**config.mk**
```make
export PLATFORM = sky130hd
export DESIGN_NAME = disp_regctrl
export DESIGN_NICKNAME = d
export VERILOG_FILES = /design/src/rtl/disp_regctrl.sv
export SDC_FILE = /design/constraint.sdc
export NUM_CORES = 1
export LEC_CHECK = 0
export ABC_AREA = 1
export BUFFER_PORTS_ARGS = -buffer_cell sky130_fd_sc_hd__buf_2
export CAP_MARGIN = 20
export CELL_PAD_IN_SITES_DETAIL_PLACEMENT = 0
export CELL_PAD_IN_SITES_GLOBAL_PLACEMENT = 1
export CORE_ASPECT_RATIO = 1.4
export CORE_MARGIN = 2
export CORE_UTILIZATION = 35
export CTS_CLUSTER_DIAMETER = 200
export DETAILED_ROUTE_END_ITERATION = 12
export GPL_TIMING_DRIVEN = 0
export PLACE_DENSITY_LB_ADDON = 0.15
export SYNTH_ARGS = -nofsm -noshare
export SYNTH_HDL_FRONTEND = slang
export SYNTH_SLANG_ARGS = --single-unit
```
**constraint.sdc**
```tcl
create_clock -name ACLK -period 4.4 [get_ports ACLK]
set_input_delay 0.66 -clock ACLK [delete_from_list [all_inputs] [get_ports ACLK]]
set_output_delay 0.66 -clock ACLK [all_outputs]
set_load 0.03 [all_outputs]
```
**src/rtl/disp_regctrl.sv**
```systemverilog
// Display register-bus responder: DISPADDR/DISPCTRL/DISPINT/DISPFIFO and the
// display-side controls derived from them (start address, enable, VBLANK irq).
// Latency: writes take effect at the WREN edge; RDATA is valid one cycle after
// RDEN is first sampled. Backpressure: none; a write or a read every cycle is
// accepted with no wait states.
//
// Ports (all synchronous to ACLK, rising edge):
//   ACLK, ARESET    clock; asynchronous active-high reset
//   WRADDR/BYTEEN/WREN/WDATA   single-cycle write strobe with byte enables
//   RDADDR/RDEN/RDATA          read strobe (held >=2 cycles), registered data
//   VBLANK_PLS, FIFO_OVER_PLS, FIFO_UNDER_PLS   one-cycle event pulses
//   DISP_ADDR, DISP_ON, DSP_IRQ                 outputs to display pipeline/CPU

module disp_regctrl #(
  parameter int C_ADDR_WIDTH = 16,
  parameter int C_DATA_WIDTH = 32
) (
  input  logic                      ACLK,
  input  logic                      ARESET,
  input  logic [C_ADDR_WIDTH-1:0]   WRADDR,
  input  logic [C_DATA_WIDTH/8-1:0] BYTEEN,
  input  logic                      WREN,
  input  logic [C_DATA_WIDTH-1:0]   WDATA,
  input  logic [C_ADDR_WIDTH-1:0]   RDADDR,
  input  logic                      RDEN,
  output logic [C_DATA_WIDTH-1:0]   RDATA,
  input  logic                      VBLANK_PLS,
  input  logic                      FIFO_OVER_PLS,
  input  logic                      FIFO_UNDER_PLS,
  output logic [C_DATA_WIDTH-1:0]   DISP_ADDR,
  output logic                      DISP_ON,
  output logic                      DSP_IRQ
);

  // Register offsets; decode compares every address bit.
  localparam logic [C_ADDR_WIDTH-1:0] ADDR_DISPADDR = C_ADDR_WIDTH'(16'h0000);
  localparam logic [C_ADDR_WIDTH-1:0] ADDR_DISPCTRL = C_ADDR_WIDTH'(16'h0004);
  localparam logic [C_ADDR_WIDTH-1:0] ADDR_DISPINT  = C_ADDR_WIDTH'(16'h0008);
  localparam logic [C_ADDR_WIDTH-1:0] ADDR_DISPFIFO = C_ADDR_WIDTH'(16'h000C);

  // ---------------------------------------------------------------------------
  // Register state
  // ---------------------------------------------------------------------------
  logic [31:3] shadow_addr;   // DISPADDR[31:3]; [2:0] are hardwired to 0
  logic        disp_on;       // DISPCTRL.DISPON
  logic        vblank_flag;   // DISPCTRL.VBLANK (sticky)
  logic        int_enbl;      // DISPINT.INTENBL
  logic        int_flag;      // DISPINT.INTFLAG (sticky)
  logic        fifo_under;    // DISPFIFO.UNDER (sticky)
  logic        fifo_over;     // DISPFIFO.OVER (sticky)

  logic [31:0] disp_addr;
  logic        dsp_irq;
  logic [31:0] rdata;

  // ---------------------------------------------------------------------------
  // Write decode
  // ---------------------------------------------------------------------------
  logic wr_addr_sel;
  logic wr_ctrl_sel;
  logic wr_int_sel;
  logic wr_fifo_sel;

  assign wr_addr_sel = WREN && (WRADDR == ADDR_DISPADDR);
  assign wr_ctrl_sel = WREN && (WRADDR == ADDR_DISPCTRL);
  assign wr_int_sel  = WREN && (WRADDR == ADDR_DISPINT);
  assign wr_fifo_sel = WREN && (WRADDR == ADDR_DISPFIFO);

  // All control/status fields live in byte 0, so byte 0 gates both the RW
  // fields and the write-1-to-clear actions of those three registers.
  logic wr_ctrl_b0;
  logic wr_int_b0;
  logic wr_fifo_b0;

  assign wr_ctrl_b0 = wr_ctrl_sel && BYTEEN[0];
  assign wr_int_b0  = wr_int_sel  && BYTEEN[0];
  assign wr_fifo_b0 = wr_fifo_sel && BYTEEN[0];

  // Write-1-to-clear requests.
  logic clr_vblank;
  logic clr_int;
  logic clr_under;
  logic clr_over;

  assign clr_vblank = wr_ctrl_b0 && WDATA[1];
  assign clr_int    = wr_int_b0  && WDATA[1];
  assign clr_under  = wr_fifo_b0 && WDATA[0];
  assign clr_over   = wr_fifo_b0 && WDATA[1];

  // WDATA[2] only ever targets DISPADDR[2] (forced 0) or the read-only INTFLAG.
  logic unused_wdata_bit2;
  assign unused_wdata_bit2 = WDATA[2];

  // ---------------------------------------------------------------------------
  // DISPADDR shadow: byte-granular, low three bits never stored.
  // ---------------------------------------------------------------------------
  always_ff @(posedge ACLK or posedge ARESET) begin
    if (ARESET) begin
      shadow_addr <= '0;
    end else if (wr_addr_sel) begin
      if (BYTEEN[0]) shadow_addr[7:3]   <= WDATA[7:3];
      if (BYTEEN[1]) shadow_addr[15:8]  <= WDATA[15:8];
      if (BYTEEN[2]) shadow_addr[23:16] <= WDATA[23:16];
      if (BYTEEN[3]) shadow_addr[31:24] <= WDATA[31:24];
    end
  end

  logic [31:0] shadow_full;
  assign shadow_full = {shadow_addr, 3'b000};

  // ---------------------------------------------------------------------------
  // Control bits and sticky status flags.
  // Sticky update is set | (hold & ~clear): a hardware pulse in the same cycle
  // as a W1C write leaves the bit set.
  // ---------------------------------------------------------------------------
  always_ff @(posedge ACLK or posedge ARESET) begin
    if (ARESET) begin
      disp_on     <= 1'b0;
      vblank_flag <= 1'b0;
      int_enbl    <= 1'b0;
      int_flag    <= 1'b0;
      fifo_under  <= 1'b0;
      fifo_over   <= 1'b0;
    end else begin
      if (wr_ctrl_b0) disp_on  <= WDATA[0];
      if (wr_int_b0)  int_enbl <= WDATA[0];

      vblank_flag <= VBLANK_PLS     | (vblank_flag & ~clr_vblank);
      int_flag    <= VBLANK_PLS     | (int_flag    & ~clr_int);
      fifo_under  <= FIFO_UNDER_PLS | (fifo_under  & ~clr_under);
      fifo_over   <= FIFO_OVER_PLS  | (fifo_over   & ~clr_over);
    end
  end

  // ---------------------------------------------------------------------------
  // Active display address and interrupt output.
  // disp_addr samples the shadow before any same-edge DISPADDR write lands, so
  // a write coincident with VBLANK_PLS is deferred to the next load point.
  // While the display is off the shadow is copied every cycle.
  // ---------------------------------------------------------------------------
  always_ff @(posedge ACLK or posedge ARESET) begin
    if (ARESET) begin
      disp_addr <= '0;
      dsp_irq   <= 1'b0;
    end else begin
      if (VBLANK_PLS || !disp_on) disp_addr <= shadow_full;
      // Registered from the flag, so irq trails the flag by one cycle.
      dsp_irq <= int_flag & int_enbl;
    end
  end

  // ---------------------------------------------------------------------------
  // Read path: mux of current register values, registered on RDEN. A read
  // sampled on the same edge as a write therefore returns the pre-write value.
  // ---------------------------------------------------------------------------
  logic [31:0] rd_mux;

  always_comb begin
    rd_mux = '0;
    case (RDADDR)
      ADDR_DISPADDR: rd_mux = shadow_full;
      ADDR_DISPCTRL: rd_mux = {30'd0, vblank_flag, disp_on};
      ADDR_DISPINT:  rd_mux = {29'd0, int_flag, 1'b0, int_enbl};
      ADDR_DISPFIFO: rd_mux = {30'd0, fifo_over, fifo_under};
      default:       rd_mux = '0;
    endcase
  end

  always_ff @(posedge ACLK or posedge ARESET) begin
    if (ARESET) begin
      rdata <= '0;
    end else if (RDEN) begin
      rdata <= rd_mux;
    end
  end

  // ---------------------------------------------------------------------------
  // Outputs
  // ---------------------------------------------------------------------------
  assign RDATA     = rdata;
  assign DISP_ADDR = disp_addr;
  assign DISP_ON   = disp_on;
  assign DSP_IRQ   = dsp_irq;

endmodule

```
==> metrics.md <==
| Metric | Value |
|---|---|
| Worst Clk Skew | 0.004218 ns |
| Hold Slack | 0.4089 ns |
| Leak | 2.919 nW |
| Final nets | 637 |
| Synth cell count leaders | nand2_1 (142), dfrtp_1 (97), nand3_1 (40), mux2_2 (29), o21ai_0 (27) |
| Setup violators final | 0 |
| Placed insts | 695 |
| Number of nets still failing antenna checks after routing | 0 |
| Iteration-0 DRC Markers | 89 |
| Area of the die | 12570 um^2 |
| Worst-case clock buffer depth | 2 |
| FF-to-FF setup slack | approximately 2.9 ns |
| Final Hold Viols | 0 |
| Crit-path slowest cell | dfrtp_1 |
| Setup Buffers After CTS | 0 |
| DRC | 0 |
| Mapped Cells | 412 |
| Finished Cell Area | 5330 um^2 |
| Status | completed |
| CTS clk-pin slew, worst paths | 0.06 ns |
| DR vias/cell | 4.643 |
| Seq/Total Area, Yosys | 0.5938 |
| Peak supply drop | 0.1833 mV |
| CP Buf/Inv Count | 1 |
| Total Wirelength | roughly 10000 um |
| Maximum clock rate | 0.6127 GHz |
| Resized Gates After CTS | 0 |
| Synth unique cells | 22 |
| Initial antenna violation count | 0 |
| Delay-heaviest family, CP | flip-flops |
| Startpoint Class | flop |
| Router iterations before antenna repair | 4 |
| Crit path max fanout | 4 |
| Synth area leader | dfrtp_1 |
| Multi-input logic area | about 1500 um^2 |
| Layout Cells excl Fill | a little over 700 |
| FP Rows | 46 |
| Worst Tran Pin Value | 0.6410 ns |
| Hold buffer count at cts | 0 |
| Slew Limit Fails | 0 |
| Most common cell in the netlist | nand2_1 |
| Area Growth Syn to Fin | 30.39% |
| Post-DR wirelength/cell | 14.45 um |
| CTS tree | yes |
| Mapped Area | 4088 um^2 |
| CP Cell Sequence | buf_2 |
| Ys flop type | dfrtp_1 |
| Post-Place Cell Area | ~5000 um^2 |
| Detailed-route via count | 3301 |
| YS warnings | 0 |
| DP Wirelength | between 7000 and 8000 um |
| Largest net degree at the start of global routing | 50 |
| Mean post-synth cell area | 9.922 um^2 |
| Worst path required time | 3.74 ns |
| Clock Tree Root | clkbuf_16 |
| CTS Sinks | 97 |
| Minimum clock period | 1.632 ns |
| CP arrival | roughly 0.97 ns |
| # Max-Cap Violations | 0 |
| Top cell type's share of synthesized area | 0.5938 |
| Core Region | 11340 um^2 |
| Initial Utilization | 0.3605 |
| Fill cells | 1112 |
| Worst Setup End Kind | output port |
| P per Cell Area | 350.5 nW/um^2 |
| Die X | 95.34 um |
| Layout cells sized above 1 | 0.3704 |
| Number of flops mapped to enable cells by yosys | 0 |
| Total track usage | 0.1753 |
| Die Ht | about 130 um |
| Crit share post-route | 0.3709 |
| HP Class | in2async |
| GP Congestion | 0.7196 |
| Port buffer count | 136 |
| Ys async rst share | 1.000 |
| # H-tree levels | 3 |
| Relative slew slack | 0.5726 |
| Unrepaired setup endpoints after global routing | false |
| Vias in the first global route | 3335 |
| Final Util | 0.4701 |
| Register bit total from synthesis | 97 |
| Antenna cells | 0 |
| Max stage delay on crit path | 0.40 ns |
| First-pass GRT wire length | 17030 um |
| Worst-Skew Late Latency | 0.34 ns |
| FF/Latch Area | 2427 um^2 |
| Grt total ovfl | 0 |
| Crit Path Class | reg2out |
| Synth top area cells | dfrtp_1 (59%), nand2_1 (13%), mux2_2 (8.0%), nand3_1 (4.9%), o21ai_0 (3.3%) |
| I/O Pins | 141 |
| Cts bufs inserted | 9 |
| Final TNS setup | 0 ns |
-- registers in the layout, indices dropped and copies added (netlist names) --
register / cells
int_enbl: 1
DSP_IRQ: 1
DISP_ON: 1
int_flag: 1
DISP_ADDR: 29
shadow_addr: 29
vblank_flag: 1
RDATA: 32
fifo_under: 1
fifo_over: 1
-- report_power, final --
part / switching [W] / internal, W
Combinational: 0.0000529 / 0.0000328
Sequential: 0.0000000671 / 0.000892
Clock: 0.000332 / 0.000558
-- worst paths after layout --
check / startpoint / to / cells past startpoint
min in group ACLK: RDATA[0]$_DFFE_PP0P_ / RDATA[0]$_DFFE_PP0P_ / 2
worst max register to register: DISP_ON$_DFFE_PP0P_ / DISP_ADDR[3]$_DFFE_PP0P_ / 4
max in group asynchronous: ARESET / RDATA[0]$_DFFE_PP0P_ / 3
worst min-delay path: ARESET / RDATA[22]$_DFFE_PP0P_ / 2
worst max-delay path: DISP_ON$_DFFE_PP0P_ / DISP_ON / 1
worst min register to register: RDATA[0]$_DFFE_PP0P_ / RDATA[0]$_DFFE_PP0P_ / 2
-- metal layers --
layer  routed length (um)  share of wire  global-route usage  vias up
met5                    0              0                   0        -
met4                  143          0.014             0.05797        0
met3                  514          0.050             0.03716        9
met2                 5312           0.52              0.2973       83
met1                 4304           0.42              0.2192     1571
li1                     -              -                   -     1638
-- cells by family (layout without fill, tap and decap cells) --
group,count (synthesis),after routing,share of synthesized area
other,1,3,0.0009174
and+or+nand+nor,215,215,0.2357
muxes,29,29,0.07989
DFF,97,97,0.5938
AOI/OAI and AO/OA,36,36,0.04530
buffers and inverters,34,187,0.04438
-- area by class of cell --
type | count | share of cell area
Buffer | 18 | 0.01995
Clock buffer | 10 | 0.04296
Clock inverter | 6 | 0.02160
Inverter | 16 | 0.01455
Multi-Input combinational cell | 283 | 0.2789
Sequential cell | 97 | 0.4554
Tap cell | 144 | 0.03380
Timing Repair Buffer | 137 | 0.1329
-- stage by stage --
step	setup WS, ns	total power [W]
finish	2.768	0.001868
global route	2.711	0.001935
detailed placement	2.475	0.0009965
global placement	0.07958	0.0009916
floorplan	1.206	0.0009460
CTS	2.747	0.001893
-- cell usage in the layout, fill, tap and decap left out, types with 2 or more instances in the layout --
| cell | count |
|---|---|
| a21o_1 | 2 |
| buf_2 | 140 |
| buf_4 | 7 |
| bufinv_16 | 3 |
| clkbuf_1 | 7 |
| clkbuf_16 | 9 |
| clkinv_4 | 4 |
| conb_1 | 3 |
| dfrtp_1 | 97 |
| inv_1 | 10 |
| mux2_2 | 29 |
| nand2_1 | 142 |
| nand3_1 | 40 |
| nand4_1 | 2 |
| nand4_4 | 3 |
| nor2_1 | 19 |
| nor2_2 | 5 |
| nor2_4 | 3 |
| o21ai_0 | 27 |
| o21ai_1 | 7 |
(Power assumes the default switching activity.)
